$ cat src/rtl/call_loop.sv
`default_nettype none
// ==========================================================================
// call_loop : repeated start/done callee invocation, acc = g(acc, b)
// Rev 1.0
// ==========================================================================
module call_loop #(
  parameter int WIDTH   = 32,
  parameter int CNT_W   = 8,
  parameter int TIMEOUT = 0
) (
  input  logic             clk_i,
  input  logic             rst_ni,
  input  logic             start_i,
  input  logic [WIDTH-1:0] a_i,
  input  logic [WIDTH-1:0] b_i,
  input  logic [CNT_W-1:0] count_i,
  output logic [WIDTH-1:0] result_o,
  output logic             done_o,
  output logic             err_o,
  output logic             busy_o,
  output logic             call_start_o,
  output logic [WIDTH-1:0] call_a_o,
  output logic [WIDTH-1:0] call_b_o,
  input  logic             call_done_i,
  input  logic [WIDTH-1:0] call_result_i
);

  localparam int TW = (TIMEOUT > 1) ? $clog2(TIMEOUT) : 1;

  typedef enum logic [2:0] {
    S_IDLE   = 3'd0,
    S_LATCH  = 3'd1,
    S_CHECK  = 3'd2,
    S_CALL   = 3'd3,
    S_WAIT   = 3'd4,
    S_FINISH = 3'd5
  } state_e;

  state_e           state_q,  state_d;
  logic [WIDTH-1:0] acc_q,    acc_d;
  logic [WIDTH-1:0] result_q, result_d;
  logic [WIDTH-1:0] call_a_q, call_a_d;
  logic [WIDTH-1:0] call_b_q, call_b_d;
  logic [CNT_W-1:0] rem_q,    rem_d;
  logic [TW-1:0]    wcnt_q,   wcnt_d;
  logic             done_q,   done_d;
  logic             err_q,    err_d;
  logic             timeout_hit;

  generate
    if (TIMEOUT == 0) begin : g_no_timeout
      logic unused_wcnt;
      assign unused_wcnt = ^wcnt_q;
      assign timeout_hit = 1'b0;
    end else begin : g_timeout
      localparam logic [TW-1:0] LAST = TW'(TIMEOUT - 1);
      assign timeout_hit = (wcnt_q == LAST);
    end
  endgenerate

  always_ff @(posedge clk_i or negedge rst_ni) begin
    if (!rst_ni) begin
      state_q  <= S_IDLE;
      acc_q    <= '0;
      result_q <= '0;
      call_a_q <= '0;
      call_b_q <= '0;
      rem_q    <= '0;
      wcnt_q   <= '0;
      done_q   <= 1'b0;
      err_q    <= 1'b0;
    end else begin
      state_q  <= state_d;
      acc_q    <= acc_d;
      result_q <= result_d;
      call_a_q <= call_a_d;
      call_b_q <= call_b_d;
      rem_q    <= rem_d;
      wcnt_q   <= wcnt_d;
      done_q   <= done_d;
      err_q    <= err_d;
    end
  end

  always_comb begin
    state_d  = state_q;
    acc_d    = acc_q;
    result_d = result_q;
    call_a_d = call_a_q;
    call_b_d = call_b_q;
    rem_d    = rem_q;
    wcnt_d   = wcnt_q;
    done_d   = done_q;
    err_d    = err_q;
    unique case (state_q)
      S_IDLE: begin
        if (start_i) state_d = S_LATCH;
      end
      S_LATCH: begin
        acc_d    = a_i;
        call_b_d = b_i;
        rem_d    = count_i;
        done_d   = 1'b0;
        err_d    = 1'b0;
        state_d  = S_CHECK;
      end
      S_CHECK: begin
        if (rem_q == '0) begin
          state_d = S_FINISH;
        end else begin
          // Load operand on the way into CALL so it is already valid
          // in the cycle call_start is high.
          call_a_d = acc_q;
          state_d  = S_CALL;
        end
      end
      S_CALL: begin
        wcnt_d  = '0;
        state_d = S_WAIT;
      end
      S_WAIT: begin
        if (call_done_i) begin
          acc_d   = call_result_i;
          rem_d   = rem_q - 1'b1;
          state_d = S_CHECK;
        end else if (timeout_hit) begin
          result_d = acc_q;
          err_d    = 1'b1;
          done_d   = 1'b1;
          state_d  = S_IDLE;
        end else begin
          wcnt_d = wcnt_q + 1'b1;
        end
      end
      S_FINISH: begin
        result_d = acc_q;
        done_d   = 1'b1;
        err_d    = 1'b0;
        state_d  = S_IDLE;
      end
      default: state_d = S_IDLE;
    endcase
  end

  assign result_o     = result_q;
  assign done_o       = done_q;
  assign err_o        = err_q;
  assign busy_o       = (state_q != S_IDLE);
  assign call_start_o = (state_q == S_CALL);
  assign call_a_o     = call_a_q;
  assign call_b_o     = call_b_q;

endmodule
`default_nettype wire

$ cat config.mk
export PLATFORM = sky130hd
export DESIGN_NAME = call_loop
export DESIGN_NICKNAME = d
export VERILOG_FILES = /design/src/rtl/call_loop.sv
export SDC_FILE = /design/constraint.sdc
export NUM_CORES = 1
export LEC_CHECK = 0
export ABC_AREA = 1
export CORE_UTILIZATION = 47
export CTS_BUF_LIST = sky130_fd_sc_hd__clkbuf_8
export DETAILED_ROUTE_END_ITERATION = 12
export GPL_ROUTABILITY_DRIVEN = 0
export PLACE_DENSITY_LB_ADDON = 0.2
export SYNTH_ARGS = -nofsm -noshare
export SYNTH_HDL_FRONTEND = slang
export SYNTH_SLANG_ARGS = --single-unit
$ cat constraint.sdc
create_clock -name clk_i -period 1.9 [get_ports clk_i]
set_input_delay 0.475 -clock clk_i [delete_from_list [all_inputs] [get_ports clk_i]]
set_output_delay 0.475 -clock clk_i [all_outputs]
set_load 0.1 [all_outputs]
==> report_table.html <==
<table>
<tr><th>Metric</th><th>Value</th></tr>
<tr><th colspan="2">Timing</th></tr>
<tr><td>Top achievable clock speed</td><td>between 500 and 600 MHz</td></tr>
<tr><td>Post-Route Skew</td><td>around 0.0083 ns</td></tr>
<tr><td>Post-route fraction of the period consumed by the critical path</td><td>a little over nine tenths</td></tr>
<tr><td>RSZ-0062 raised after global routing</td><td>no</td></tr>
<tr><td>Final worst slack</td><td>a little over 0.08 ns</td></tr>
<tr><td>Count of final max-slew check failures</td><td>0</td></tr>
<tr><td>Post-route setup TNS</td><td>0 ns</td></tr>
<tr><td>Final critical path time including I/O delays and setup</td><td>1.82 ns</td></tr>
<tr><td>Number of endpoints failing setup at the final stage</td><td>0</td></tr>
<tr><td>Number of endpoints with negative hold slack in the final report</td><td>0</td></tr>
<tr><th colspan="2">Placed design</th></tr>
<tr><td>Dpl hpwl</td><td>roughly 12,000 µm</td></tr>
<tr><td>Count of input and output buffers</td><td>just over 200</td></tr>
<tr><td>Placed cell count</td><td>1,049</td></tr>
<tr><td>Pre-CTS setup slack</td><td>about 0.10 ns</td></tr>
<tr><th colspan="2">Global routing</th></tr>
<tr><td>Overall fraction of global-route tracks in use</td><td>approximately 25%</td></tr>
<tr><td>Global-route wire length before repair</td><td>24,800 µm</td></tr>
<tr><td>Maximum number of pins on one net before global-route repair</td><td>65</td></tr>
<tr><td>GRT Residual Overflow</td><td>0</td></tr>
<tr><td>Initial antenna violation count</td><td>0</td></tr>
<tr><td>Via count of the first global-routing pass</td><td>between 5,000 and 6,000</td></tr>
<tr><th colspan="2">Yosys</th></tr>
<tr><td>Number of different library cells in the post-synthesis netlist</td><td>27</td></tr>
<tr><td>Number of cells produced by synthesis</td><td>697</td></tr>
<tr><td>Synth Cell Area</td><td>between 5000 and 6000 µm²</td></tr>
<tr><td>Count of state elements after synthesis</td><td>140</td></tr>
<tr><td>Sequential share of the synthesized area</td><td>between 50% and 60%</td></tr>
<tr><td>Post-synth net total</td><td>around 800</td></tr>
<tr><td>Per-instance average area after synthesis</td><td>between 8 and 9 µm²</td></tr>
<tr><td>Number of synthesis warnings</td><td>0</td></tr>
<tr><th colspan="2">Floorplanning</th></tr>
<tr><td>Die ar.</td><td>13,000 µm²</td></tr>
<tr><td>CORE AREA</td><td>around 12,000 µm²</td></tr>
<tr><td>Initial core utilization</td><td>~50%</td></tr>
<tr><td>Top-level port count</td><td>approximately 210</td></tr>
<tr><td>Standard-cell row count</td><td>40</td></tr>
<tr><td>Width of the die</td><td>114 µm</td></tr>
<tr><td>Die height</td><td>114 µm</td></tr>
<tr><th colspan="2">Routing</th></tr>
<tr><td>Length of routed met3 wiring</td><td>about 790 µm</td></tr>
<tr><td>Highest metal layer with signal wires</td><td>met4</td></tr>
<tr><td>Detailed-routed wire length on met2</td><td>about 8000 µm</td></tr>
<tr><td>Mean routed wirelength per cell</td><td>around 14 µm</td></tr>
<tr><td>Number of antenna-violating nets in the routed design</td><td>0</td></tr>
<tr><td>Detailed Route WL</td><td>15,400 µm</td></tr>
<tr><td>Number of detailed-route iterations in the first pass</td><td>5</td></tr>
<tr><td>Routed vias/inst</td><td>roughly 5</td></tr>
<tr><td>DRC violations left</td><td>0</td></tr>
<tr><td>Initial detailed-routing violation count</td><td>340</td></tr>
<tr><td>Vias after detailed routing</td><td>between 5,000 and 6,000</td></tr>
<tr><td>Length of routed wiring on met1</td><td>slightly above 6000 µm</td></tr>
<tr><th colspan="2">Cells and area</th></tr>
<tr><td>Fraction of final layout cells with drive strength greater than 1</td><td>roughly 17%</td></tr>
<tr><td>Commonest cells after routing, fill and taps aside</td><td>nand2_1 (326), dfrtp_1 (139), clkdlybuf4s50_1 (106), buf_12 (106), o21ai_1 (63)</td></tr>
<tr><td>Commonest non-fill, non-tap cell in the layout</td><td>nand2_1</td></tr>
<tr><td>Number of diodes added for antenna fixing</td><td>0</td></tr>
<tr><td>Syn-to-layout area delta</td><td>61.5%</td></tr>
<tr><td>Fin util</td><td>between 70% and 80%</td></tr>
<tr><td>Post-Layout Cell Count</td><td>1,082</td></tr>
<tr><td>Final nets</td><td>just over 1,000</td></tr>
<tr><th colspan="2">Critical path</th></tr>
<tr><td>Capturing element type of the critical path</td><td>output pin</td></tr>
<tr><td>Crit path launch type</td><td>flip-flop</td></tr>
<tr><td>Setup slack of the worst register-to-register path</td><td>around 0.17 ns</td></tr>
<tr><td>CP max FO</td><td>2</td></tr>
<tr><td>Critical path data arrival time</td><td>about 1.3 ns</td></tr>
<tr><td>Critical path start-end classification</td><td>reg2out</td></tr>
<tr><td>Endpoint required time on the critical path</td><td>about 1.4 ns</td></tr>
<tr><th colspan="2">Clock tree</th></tr>
<tr><td>Clock tree sinks</td><td>140</td></tr>
<tr><td>TritonCTS Buffers</td><td>17</td></tr>
<tr><td>Clock insertion delay at the later pin of the skew report</td><td>0.43 ns</td></tr>
<tr><td>CTS tree</td><td>done</td></tr>
<tr><td>Longest Clk Path Bufs</td><td>2</td></tr>
<tr><td>Clk slew on worst S/H paths</td><td>0.07 ns</td></tr>
<tr><td>Number of H-tree levels</td><td>4</td></tr>
<tr><td>Clock root buffer master</td><td>clkbuf_8</td></tr>
<tr><th colspan="2">Outcome</th></tr>
<tr><td>Result of the run</td><td>finished clean</td></tr>
<tr><th colspan="2">Job</th></tr>
<tr><td>Max-Cap Viols</td><td>0</td></tr>
<tr><th colspan="2">Worst hold path</th></tr>
<tr><td>Hold Crit Class</td><td>reg2reg</td></tr>
</table>
## Yosys cell counts
master	instances	area share, %
a21oi_1	2	0.17
buf_1	1	0.064
buf_2	18	1.5
buf_4	5	0.64
buf_6	5	0.96
clkbuf_1	8	0.51
clkbuf_2	1	0.085
conb_1	1	0.064
dfrtp_1	140	60
ha_1	1	0.21
inv_1	49	3.1
inv_2	3	0.19
nand2_1	328	21
nand2_2	1	0.11
nand3_1	8	0.68
nand3_2	1	0.17
nand3b_1	1	0.13
nand4_1	1	0.11
nor2_1	8	0.51
nor2_4	1	0.19
nor3_1	1	0.085
nor3_2	1	0.17
o211ai_1	1	0.13
o21ai_0	46	3.9
o21ai_1	63	5.4
o21ai_4	1	0.28
or2_2	1	0.11
## final timing paths
path | startpoint | end | cells after the start
max | state_q[0]$_DFFE_PN0P_ | busy_o | 4
min | rem_q[6]$_DFFE_PN0P_ | rem_q[6]$_DFFE_PN0P_ | 2
max reg2reg | rem_q[1]$_DFFE_PN0P_ | call_a_o[9]$_DFFE_PN0P_ | 9
min reg2reg | rem_q[6]$_DFFE_PN0P_ | rem_q[6]$_DFFE_PN0P_ | 2
max in group asynchronous | rst_ni | call_b_o[17]$_DFFE_PN0P_ | 3
min in group asynchronous | rst_ni | result_o[16]$_DFFE_PN0P_ | 2
## final cells by class
type                       count  area (µm²)
inverter                      52         195
sequential                   140        3500
timing repair buffer         224        3280
clock inverter                12        60.1
tap                          168         210
fill                         821        2620
clock buffer                  19         262
multi-input combinational    467        1980
## critical path, stage by stage, from the launching register on
cell,delay [ns]
dfrtp_1,0.40
buf_4,0.15
nor2_4,0.11
nand2_2,0.08
buf_12,0.17
## metal layers
metal  track usage [%]  vias up
met4              12.6        0
met1              31.5     2469
met5                 0        -
li1                  -     2563
met3              5.47       35
met2              41.3      188
## logic make-up (layout without fill, tap and decap cells)
| group | after synthesis | after routing | share of synthesized area (%) |
|---|---|---|---|
| buffers and inverters | 90 | 307 | 7.11 |
| adders and majority gates | 1 | 1 | 0.213 |
| AOI/OAI and AO/OA | 113 | 113 | 9.85 |
| other | 1 | 1 | 0.0638 |
| DFF | 140 | 140 | 59.6 |
| and+or+nand+nor | 352 | 352 | 23.2 |
## repair_timing
action,in CTS,in global routing
resized for setup,0,5
buffers inserted,1,0
hold buffers,1,0
hold endpoints to repair,38,0
setup endpoints to repair,1,4
## flip-flops by register name, summed over array words and instances (netlist names)
name and flops:
result_o 32, call_b_o 32, done_o 1, rem_q 8
call_a_o 32, acc_q 32, state_q 3
## through the flow
stage / instance area (µm²) / hold WS (ns)
after floorplan: 5880 / 0.179
after global placement: 9140 / 0.397
after detailed placement: 9140 / 0.407
after CTS: 9480 / 0.498
after global routing: 9500 / 0.527
final: 9500 / 0.495
Power is not shown: default switching activity piles up to over one toggle a cycle in this logic, so the estimate is an artifact.
